$ cat src/rtl/rev_gate_sequencer.sv
// Reversible gate sequencer: runs a stored program of self-inverse gates
// over a 4-bit working register, forward to compute or reverse to uncompute.
module rev_gate_sequencer #(
  parameter int DEPTH = 16,
  parameter int AW    = 4
) (
  input  logic          clk,
  input  logic          rst,
  input  logic          prog_we,
  input  logic [AW-1:0] prog_addr,
  input  logic [7:0]    prog_data,
  input  logic          len_we,
  input  logic [AW:0]   len_data,
  input  logic          dir,
  input  logic          in_valid,
  input  logic [3:0]    in_data,
  output logic          in_ready,
  output logic          out_valid,
  output logic [3:0]    out_data,
  input  logic          out_ready,
  output logic          busy,
  output logic          err
);

  typedef enum logic [1:0] {
    IDLE = 2'd0,
    RUN  = 2'd1,
    DONE = 2'd2
  } state_t;

  localparam logic [AW:0] DEPTH_L = (AW+1)'(DEPTH);

  state_t        state_q, state_d;
  logic [3:0]    r_q, r_d;
  logic [AW-1:0] ptr_q, ptr_d;
  logic [AW:0]   cnt_q, cnt_d;
  logic [AW:0]   len_q, len_d;
  logic          dir_q, dir_d;
  logic          err_q, err_d;
  logic [7:0]    mem_q [DEPTH];

  logic [7:0]    ent;
  logic [1:0]    g_op, g_t, g_a, g_b;
  logic [3:0]    g_r;
  logic          g_ill;

  assign ent  = mem_q[ptr_q];
  assign g_op = ent[7:6];
  assign g_t  = ent[5:4];
  assign g_a  = ent[3:2];
  assign g_b  = ent[1:0];

  always_comb begin
    g_r   = r_q;
    g_ill = 1'b0;
    unique case (g_op)
      2'b00: g_r[g_t] = ~r_q[g_t];
      2'b01: begin
        if (g_t == g_a) g_ill = 1'b1;
        else g_r[g_t] = r_q[g_t] ^ r_q[g_a];
      end
      2'b10: begin
        if (g_t == g_a || g_t == g_b || g_a == g_b)
          g_ill = 1'b1;
        else
          g_r[g_t] = r_q[g_t] ^ (r_q[g_a] & r_q[g_b]);
      end
      default: begin
        // fan-out: every bit except the control toggles
        g_r = r_q ^ ({4{r_q[g_a]}} &
                     (4'b1111 ^ (4'b0001 << g_a)));
      end
    endcase
  end

  always_comb begin
    state_d = state_q;
    r_d     = r_q;
    ptr_d   = ptr_q;
    cnt_d   = cnt_q;
    len_d   = len_q;
    dir_d   = dir_q;
    err_d   = err_q;
    unique case (state_q)
      IDLE: begin
        if (len_we)
          len_d = (len_data > DEPTH_L) ? DEPTH_L : len_data;
        if (in_valid) begin
          r_d   = in_data;
          dir_d = dir;
          err_d = 1'b0;
          cnt_d = len_q;
          ptr_d = dir ? (len_q[AW-1:0] - 1'b1) : '0;
          state_d = (len_q != '0) ? RUN : DONE;
        end
      end
      RUN: begin
        r_d   = g_r;
        err_d = err_q | g_ill;
        cnt_d = cnt_q - 1'b1;
        if (cnt_q == (AW+1)'(1))
          state_d = DONE;
        else
          ptr_d = dir_q ? (ptr_q - 1'b1) : (ptr_q + 1'b1);
      end
      DONE: begin
        if (out_ready) state_d = IDLE;
      end
      default: state_d = IDLE;
    endcase
  end

  always_ff @(posedge clk) begin
    if (rst) begin
      state_q <= IDLE;
      r_q     <= '0;
      ptr_q   <= '0;
      cnt_q   <= '0;
      len_q   <= '0;
      dir_q   <= 1'b0;
      err_q   <= 1'b0;
    end else begin
      state_q <= state_d;
      r_q     <= r_d;
      ptr_q   <= ptr_d;
      cnt_q   <= cnt_d;
      len_q   <= len_d;
      dir_q   <= dir_d;
      err_q   <= err_d;
    end
  end

  always_ff @(posedge clk) begin
    if (!rst && state_q == IDLE && prog_we)
      mem_q[prog_addr] <= prog_data;
  end

  assign in_ready  = (state_q == IDLE);
  assign out_valid = (state_q == DONE);
  assign busy      = (state_q == RUN);
  assign out_data  = r_q;
  assign err       = err_q;

endmodule

$ cat config.mk
export PLATFORM = sky130hd
export DESIGN_NAME = rev_gate_sequencer
export DESIGN_NICKNAME = d
export VERILOG_FILES = /design/src/rtl/rev_gate_sequencer.sv
export SDC_FILE = /design/constraint.sdc
export NUM_CORES = 1
export LEC_CHECK = 0
export ABC_AREA = 1
export CORE_MARGIN = 1
export CORE_UTILIZATION = 40
export CTS_CLUSTER_DIAMETER = 100
export CTS_CLUSTER_SIZE = 25
export DETAILED_ROUTE_END_ITERATION = 6
export MAX_ROUTING_LAYER = met4
export PLACE_DENSITY = 0.57
export SLEW_MARGIN = 15
export SYNTH_ARGS = -nofsm -noshare
export SYNTH_HDL_FRONTEND = slang
export SYNTH_SLANG_ARGS = --single-unit
$ cat constraint.sdc
create_clock -name clk -period 3.1 [get_ports clk]
set_input_delay 0.775 -clock clk [delete_from_list [all_inputs] [get_ports clk]]
set_output_delay 0.775 -clock clk [all_outputs]
set_load 0.03 [all_outputs]
# Yosys cells after proc, flatten, opt, wreduce, memory -nomap -nowiden
# Memory sizes are Yosys's and may differ from the RTL's. A register that Yosys moved wholly into a read port is not among the register bits.
# Cells that the tools add are included.
# W data, S select, Z words.
totals:
  ff_bits: 22
  ram_bits: 128
  out_inout_bits: 8
  memories: 1
classes:
  addsub: 4
  order_cmp: 5
  n_eq_ne: 14
  shift: 1
  mux: 38
  n_bitwise: 8
  reduce_logical: 16
memory_table:
  columns: ["name", "depth", "width", "read_ports", "rd_ports_with_merged_regs", "write_ports", "line", "source"]
  rows:
  - ["mem_q", 16, 8, 1, 1, 1, "40", "logic [7:0] mem_q [DEPTH];"]
ops:
  columns: ["operator", "count"]
  rows:
  - ["$mux W4", 9]
  - ["$pmux W4 S2", 2]
  - ["$bwmux W4", 3]
  - ["$pmux W4 S3", 1]
  - ["$mux W5", 2]
  - ["$pmux W5 S2", 1]
  - ["$lt A2 B3 Y1 const B", 3]
  - ["$mux W1", 9]
  - ["$mux W2", 4]
  - ["$sub A4 B1 Y4 const B", 2]
  - ["$bmux W1 S2", 3]
  - ["$eq A2 B2 Y1", 3]
  - ["$ne A3 B3 Y1 const B", 2]
  - ["$pmux W2 S3", 1]
  - ["$reduce_and A2 Y1", 3]
  - ["$reduce_and A3 Y1", 2]
  - ["$eq A5 B1 Y1 const B", 1]
  - ["$gt A5 B5 Y1 const B", 1]
  - ["$reduce_bool A5 Y1", 1]
  - ["$sub A5 B1 Y5 const B", 1]
  - ["$add A4 B1 Y4 const B", 1]
  - ["$and A4 B4 Y4", 1]
  - ["$eq A2 B1 Y1 const B", 2]
  - ["$eq A2 B2 Y1 const B", 2]
  - ["18 further kinds", 26]

# Logic depth before layout (Yosys ltp)
# Gate-level depths: netlist (run 1).
depth:
  ltp_word: 8
  mapped_depth: 22

# Worst setup path before layout (run 1)
# Ideal clock, no wire load.
synth_timing:
  kind: "register to register"
  startpoint: "register (tool-made name)"
  endpoint: "register r_q[0] (netlist: out_data[0])"
  setup_ps: 69
  arrival_ps: 2460
  required_time_ps: 3031
  setup_slack_ps: 572
  stages_incl_launch_ff: 17
  period_less_slack_ps: 2528
  cell_sequence: "dfxtp_1 buf_6 inv_4 buf_6 buf_6 clkbuf_1 nor2_1 o221ai_1 o211ai_1 nand2_1 inv_1 ha_1 o2111ai_1 nand3_2 a21oi_1 nand2_1 a21oi_2"
synth_lines:
  columns: ["element", "line", "source"]
  rows:
  - ["to (signal assigned)", "124", "r_q <= r_d;"]
  - ["to (decl)", "34", "logic [3:0] r_q, r_d;"]

==> results of run 1 <==
==> sequential cells by signal, indices dropped and copies added, names as in the netlist, named ones only <==
register / cells
mem_q: 128
state_q: 2
dir_q: 1
len_q: 5
err: 1
out_data: 4
ptr_q: 4
cnt_q: 5
==> kinds of logic (layout without fill, tap and decap cells) <==
group           Yosys count  after routing  share of synthesized area [%]
flops                   154            154                           60.5
fa+ha+maj                10             10                           1.84
simple gates            341            341                           20.3
xor+xnor                  7              7                          0.850
buf+inv                 101            166                           6.54
compound gates          119            119                           9.99
==> synth_stat cells <==
master	instances	share of area, %
nand3_2	6	0.83
o221ai_1	6	0.73
o21ai_0	36	2.5
clkbuf_2	2	0.14
o41ai_1	1	0.12
clkbuf_1	9	0.47
a22oi_1	2	0.21
inv_1	65	3.4
a21oi_1	21	1.5
fa_1	1	0.28
dfxtp_1	26	7.2
ha_1	9	1.6
edfxtp_1	128	53
o2111ai_1	1	0.12
a221oi_1	2	0.24
o22ai_1	3	0.26
o31ai_1	2	0.21
o21ai_1	16	1.1
inv_4	2	0.17
a31oi_1	3	0.26
inv_2	5	0.26
nor3_1	3	0.21
xnor2_1	5	0.61
o211ai_1	13	1.4
nand3_1	72	5.0
buf_2	5	0.35
a21oi_2	4	0.49
xor2_1	2	0.24
nand2_2	9	0.78
nor2_1	91	4.7
nand4_1	2	0.17
nand2_1	155	8.1
buf_6	8	1.2
o21a_1	1	0.10
buf_4	5	0.52
a211oi_1	8	0.83
nand2_4	3	0.47
==> area by class of cell <==
| class | count | area, sq um | area share, % |
|---|---|---|---|
| sequential | 154 | 4370 | 51.7 |
| clock inverter | 13 | 141 | 1.68 |
| timing repair buffer | 62 | 566 | 6.70 |
| multi-input combinational | 477 | 2380 | 28.2 |
| clock buffer | 19 | 433 | 5.13 |
| inverter | 72 | 275 | 3.26 |
| tap | 225 | 282 | 3.34 |
==> layer usage <==
layer	global-route usage, %	vias to the layer above
li1	-	2618
met1	27.3	2573
met2	33.3	183
met3	4.14	17
met4	6.23	0
met5	-	-
==> how the worst min path moves through the flow <==
| stage | start | endpoint | slack, ns |
|---|---|---|---|
| finish | cnt_q[2] | cnt_q[2] | 0.48 |
| global route | cnt_q[4] | cnt_q[4] | 0.52 |
| CTS | cnt_q[2] | cnt_q[2] | 0.49 |
| detailed placement | cnt_q[2] | cnt_q[2] | 0.48 |
| global placement | cnt_q[4] | cnt_q[4] | 0.47 |
| floorplan | cnt_q[4] | cnt_q[4] | 0.46 |
==> report_power, final <==
part	total (mW)	internal, mW	switching [mW]
clock	2.02	1.19	0.832
sequential	2.51	2.40	0.109
combinational	4.36	1.43	2.93
total	8.90	5.03	3.87
==> per-stage QoR <==
| stage | util (%) | cells | hold WS [ns] | area [sq um] | worst slack (ns) |
|---|---|---|---|---|---|
| detailed placement | 45.0 | 990 | 0.477 | 7860 | 0.330 |
| CTS | 48.3 | 1022 | 0.485 | 8440 | 0.310 |
| global route | 48.3 | 1022 | 0.519 | 8440 | 0.0709 |
| global placement | 45.0 | 990 | 0.468 | 7860 | 0.416 |
| floorplan | - | 732 | 0.458 | 7210 | 0.572 |
| finish | 48.3 | 1022 | 0.484 | 8440 | 0.259 |
==> worst register-to-register path, delay by kind of cell, from the launching register on <==
| family | cells | cell delay (ns) |
|---|---|---|
| buf+inv | 2 | 0.46 |
| compound gates | 5 | 1.11 |
| fa+ha+maj | 1 | 0.26 |
| flops | 1 | 0.35 |
| simple gates | 4 | 0.61 |
==> qor.yml, run 1 <==
ys_ff_latch: 154
peakVddDrop_v: 0.000582
path_depth: 12
met2_length_um: 8450
wl_per_cell_um: 17.3
dr.pass1.iters: 5
synth_area_sq_mm: 0.00721
crit_type: "flip-flop to flip-flop"
die_x_um: 136
vias: 5391
ff2ff_path_depth: 12
critPathLaunchType: "flip-flop"
worstMarginPinSlew_ns: 0.798
whs_path_depth: 2
antenna_found_initial: 0
grt_pass1_wl_um: 28000
cts_resized: 0
crit_fanout: 47
slew_violations: 0
gp_congestion: 0.863
clock_latency_ns: 0.42
r2r_slack_ns: 0.26
period_share_pct: 91.6
crit_top_cell: "nand2_1"
path_clk_slew_ns: 0.06
met1_length_um: 7970
drive_gt1_share_pct: 10.8
worstSetupEndpointType: "flip-flop"
wirelength_um: 17600
nets: 822
gr-total-overflow: 0
die_y_um: 136
crit_arrival_ns: 3.20
tritoncts: "built"
syn_inst: 732
drt_iter0_markers: 475
fillers: 1589
dp_hpwl_um: 11800
clockBufferDepth: 2
port_buffers: 35
critical_path_buf_inv_count: 2
ys_seq_area_share_pct: 60.5
hold_class: "flip-flop to flip-flop"
status: "finished clean"
grt_pass1_vias: 5223
rsz0062_at_grt: "no"
post-cts-setup-buffers: 0
final_common_cell: "nand2_1"
crit_chain: "inv_4 -> o21ai_0 -> o221ai_1 -> nand3_1 -> nand2_1 -> inv_1 -> ha_1 -> o2111ai_1 -> nand3_2 -> a21oi_1 -> nand2_1 -> a21oi_2"
dr.max_layer_used: "met4"
setup_tns_ns: 0
finalCriticalPeriod_ns: 2.84
core-area_sq_mm: 0.0175
cpPeakStageDelay_ns: 0.37
cp-endpoint: "out_data[0]"
setup_viol: 0
grt_max_degree: 70
htree_levels: 4
cpMaxStageDelayCell: "inv_4"
cp_top_family: "compound AO/OA/AOI/OAI gates"
drc: 0
insertedDiodeCount: 0
synth_area_per_cell_sq_um: 9.85
root_buffer: "clkbuf_16"
synth_cell_types: 37
r2r_end: "out_data[0]"
syn2layout_area_growth_pct: 17.0
slew_headroom_pct: 46.7
p_leak_nw: 3.22
maxCapViolations: 0
pin_count: 36
hold_viol: 0
track_usage_pct: 21.0
ctsHoldBuffers: 0
finalPower_mw: 8.90
skew_ns: 0.00801
final_antenna_net_count: 0
synth_nets: 770
via_per_inst: 5.27
cts.sinks: 154
met3_length_um: 1030
timing.fmax_mhz: 352
yosys_warnings: 0
start_util_pct: 41.3
cts_buffers: 17
powerDensity_mw_per_mm2: 1050
rows: 48
die_area_sq_mm: 0.0186
cp.required_ns: 3.46
layout_common_cells: "nand2_1 (155), edfxtp_1 (128), nor2_1 (91)"
No activity file was read; power rests on OpenSTA's default activity.
==> run 2, diff against run 1 <==
--- a/config.mk
+++ b/config.mk
@@ -6,6 +6,7 @@
 export NUM_CORES = 1
 export LEC_CHECK = 0
 export ABC_AREA = 1
+export CORE_ASPECT_RATIO = 1.1
 export CORE_MARGIN = 1
 export CORE_UTILIZATION = 40
 export CTS_CLUSTER_DIAMETER = 100
@@ -13,6 +14,7 @@
 export DETAILED_ROUTE_END_ITERATION = 6
 export MAX_ROUTING_LAYER = met4
 export PLACE_DENSITY = 0.57
+export SKIP_LAST_GASP = 1
 export SLEW_MARGIN = 15
 export SYNTH_ARGS = -nofsm -noshare
 export SYNTH_HDL_FRONTEND = slang
==> qor.yml, run 2 (synthesis results as in run 1) <==
ctsHoldBuffers: 0  # unchanged
top_register: "mem_q"
whs_ns: 0.487  # +0.00260 ns
die_area_sq_mm: 0.0186  # about the same
post-cts-setup-buffers: 0  # unchanged
p_leak_nw: 3.22  # about the same
setup_tns_ns: 0  # unchanged
rows: 51  # +6.3%
dp_hpwl_um: 11300  # -3.9%
critPathLaunchType: "flip-flop"
root_buffer: "clkbuf_16"
hold_class: "flip-flop to flip-flop"
fillers: 1657  # +4.3%
pwr-share-seq_pct: 28.7  # +0.5 points
nets: 820  # -0.24%
gr-total-overflow: 0  # unchanged
wirelength_um: 16900  # -4.1%
final_common_cell: "nand2_1"
largest_reg_flops: 128  # unchanged
clockBufferDepth: 2  # unchanged
core-area_sq_mm: 0.0177  # +1.1%
drive_gt1_share_pct: 10.9  # +0.15 points
cp.required_ns: 3.46  # about the same
grt_pass1_wl_um: 26600  # -4.9%
clkPwrFrac_pct: 23.3  # +0.6 points
worstSetupEndpointType: "flip-flop"
die_y_um: 143  # +4.8%
r2r_slack_ns: 0.36  # +0.10 ns
slew_headroom_pct: 50.8  # +4.2 points
crit_type: "flip-flop to flip-flop"
top_regs: "mem_q x128, cnt_q x5, len_q x5"
grt_max_degree: 70  # unchanged
period_share_pct: 88.5  # -3.2 points
htree_levels: 4  # unchanged
maxCapViolations: 0  # unchanged
cpPeakStageDelay_ns: 0.45  # +0.08 ns
via_per_inst: 5.17  # -1.9%
crit_top_cell: "nand2_1"
layout_common_cells: "nand2_1 (155), edfxtp_1 (128), nor2_1 (91)"
cpMaxStageDelayCell: "dfxtp_1"
clock_latency_ns: 0.43  # about the same
start_util_pct: 40.8  # -0.46 points
syn2layout_area_growth_pct: 17.6
internal_power_mw: 4.99  # -0.77%
crit_chain: "inv_4 -> o21ai_0 -> o221ai_1 -> nand3_1 -> nand2_1 -> inv_1 -> ha_1 -> o2111ai_1 -> nand3_2 -> a21oi_1 -> nand2_1 -> a21oi_2"
antenna_found_initial: 0  # unchanged
swShare_pct: 44.0  # +0.48 points
power_frac_comb_pct: 48.1  # -0.9 points
slew_violations: 0  # unchanged
setup_viol: 0  # unchanged
drc: 0  # unchanged
powerDensity_mw_per_mm2: 1050  # -0.44%
status: "finished clean"
finalCriticalPeriod_ns: 2.74  # -0.0986 ns
power_switching_mw: 3.92  # +1.2%
wl_per_cell_um: 16.4  # -5.2%
path_clk_slew_ns: 0.07  # about the same
grt_pass1_vias: 5054  # -3.2%
utilization_pct: 48.0  # -0.29 points
gp_congestion: 0.897  # +4.0%
dr.pass1.iters: 7  # +2
tritoncts: "built"
cts_buffers: 17  # unchanged
vias: 5343  # -0.89%
drt_iter0_markers: 463  # -2.5%
cts.sinks: 154  # unchanged
insertedDiodeCount: 0  # unchanged
die_x_um: 130  # -4.6%
port_buffers: 35  # unchanged
finalPower_mw: 8.91  # about the same
stdcell_area_sq_mm: 0.00848  # +0.53%
crit_fanout: 34  # -28%
timing.fmax_mhz: 365  # +3.6%
skew_ns: 0.00882  # +0.000816 ns
rsz0062_at_grt: "no"
pin_count: 36  # unchanged
peakVddDrop_v: 0.000433  # -26%
cts_resized: 0  # unchanged
final_antenna_net_count: 0  # unchanged
track_usage_pct: 20.0  # -1.0 points
crit_arrival_ns: 3.11  # -0.09 ns
place_area_sq_mm: 0.00788  # +0.18%
worstMarginPinSlew_ns: 0.735  # -0.0625 ns
hold_viol: 0  # unchanged
-- run 2: cell types whose count changed in the layout (fill, tap and decap cells not counted), moves of 2 or more --
cell	before	now
inv_8	1	5
clkinv_8	0	2
buf_4	26	23
clkinv_2	3	0
clkbuf_1	2	0
-- run 2: power by group through the flow --
stage / clock (mW) / sequential (mW) / combinational (mW)
after CTS: 2.11 / 2.55 / 4.27
after global routing: 2.20 / 2.57 / 4.80
after detailed placement: 0 / 2.59 / 4.25
final: 2.07 / 2.55 / 4.28
after global placement: 0 / 2.59 / 4.15
after floorplan: 0 / 2.56 / 3.27
-- run 2: area by class of cell --
type | count | area [sq um] | area share, %
clock buffer | 17 | 425 | 5.01
sequential | 154 | 4370 | 51.5
tap | 238 | 298 | 3.51
multi-input combinational | 477 | 2380 | 28.0
inverter | 72 | 278 | 3.27
clock inverter | 15 | 178 | 2.09
timing repair buffer | 60 | 563 | 6.64
-- run 2: worst paths after layout --
check                               start     endpoint  cells after the start
worst max register to register  flip-flop  out_data[1]                     12
worst max-delay path            flip-flop  out_data[1]                     12
worst min register to register   cnt_q[3]     cnt_q[3]                      2
worst min-delay path             cnt_q[3]     cnt_q[3]                      2
-- run 2: per-layer routing --
layer | vias to the layer above | part of all wire (%) | GRT usage, %
li1 | 2615 | - | -
met3 | 28 | 4.3 | 4.08
met4 | 0 | 1.9 | 7.04
met2 | 153 | 50 | 32.8
met1 | 2547 | 43 | 24.4
met5 | - | 0 | -
-- run 2: per-stage QoR --
step | cells | setup WS (ns)
after global routing | 1033 | 0.0881
final | 1033 | 0.358
after detailed placement | 1001 | 0.166
after floorplan | 732 | 0.572
after CTS | 1033 | 0.150
after global placement | 1001 | 0.299
-- run 2: critical path, delay by kind of cell (launching register included) --
family	cells	cell delay [ns]
compound gates	5	0.99
fa+ha+maj	1	0.25
buf+inv	2	0.45
flops	1	0.45
simple gates	4	0.56
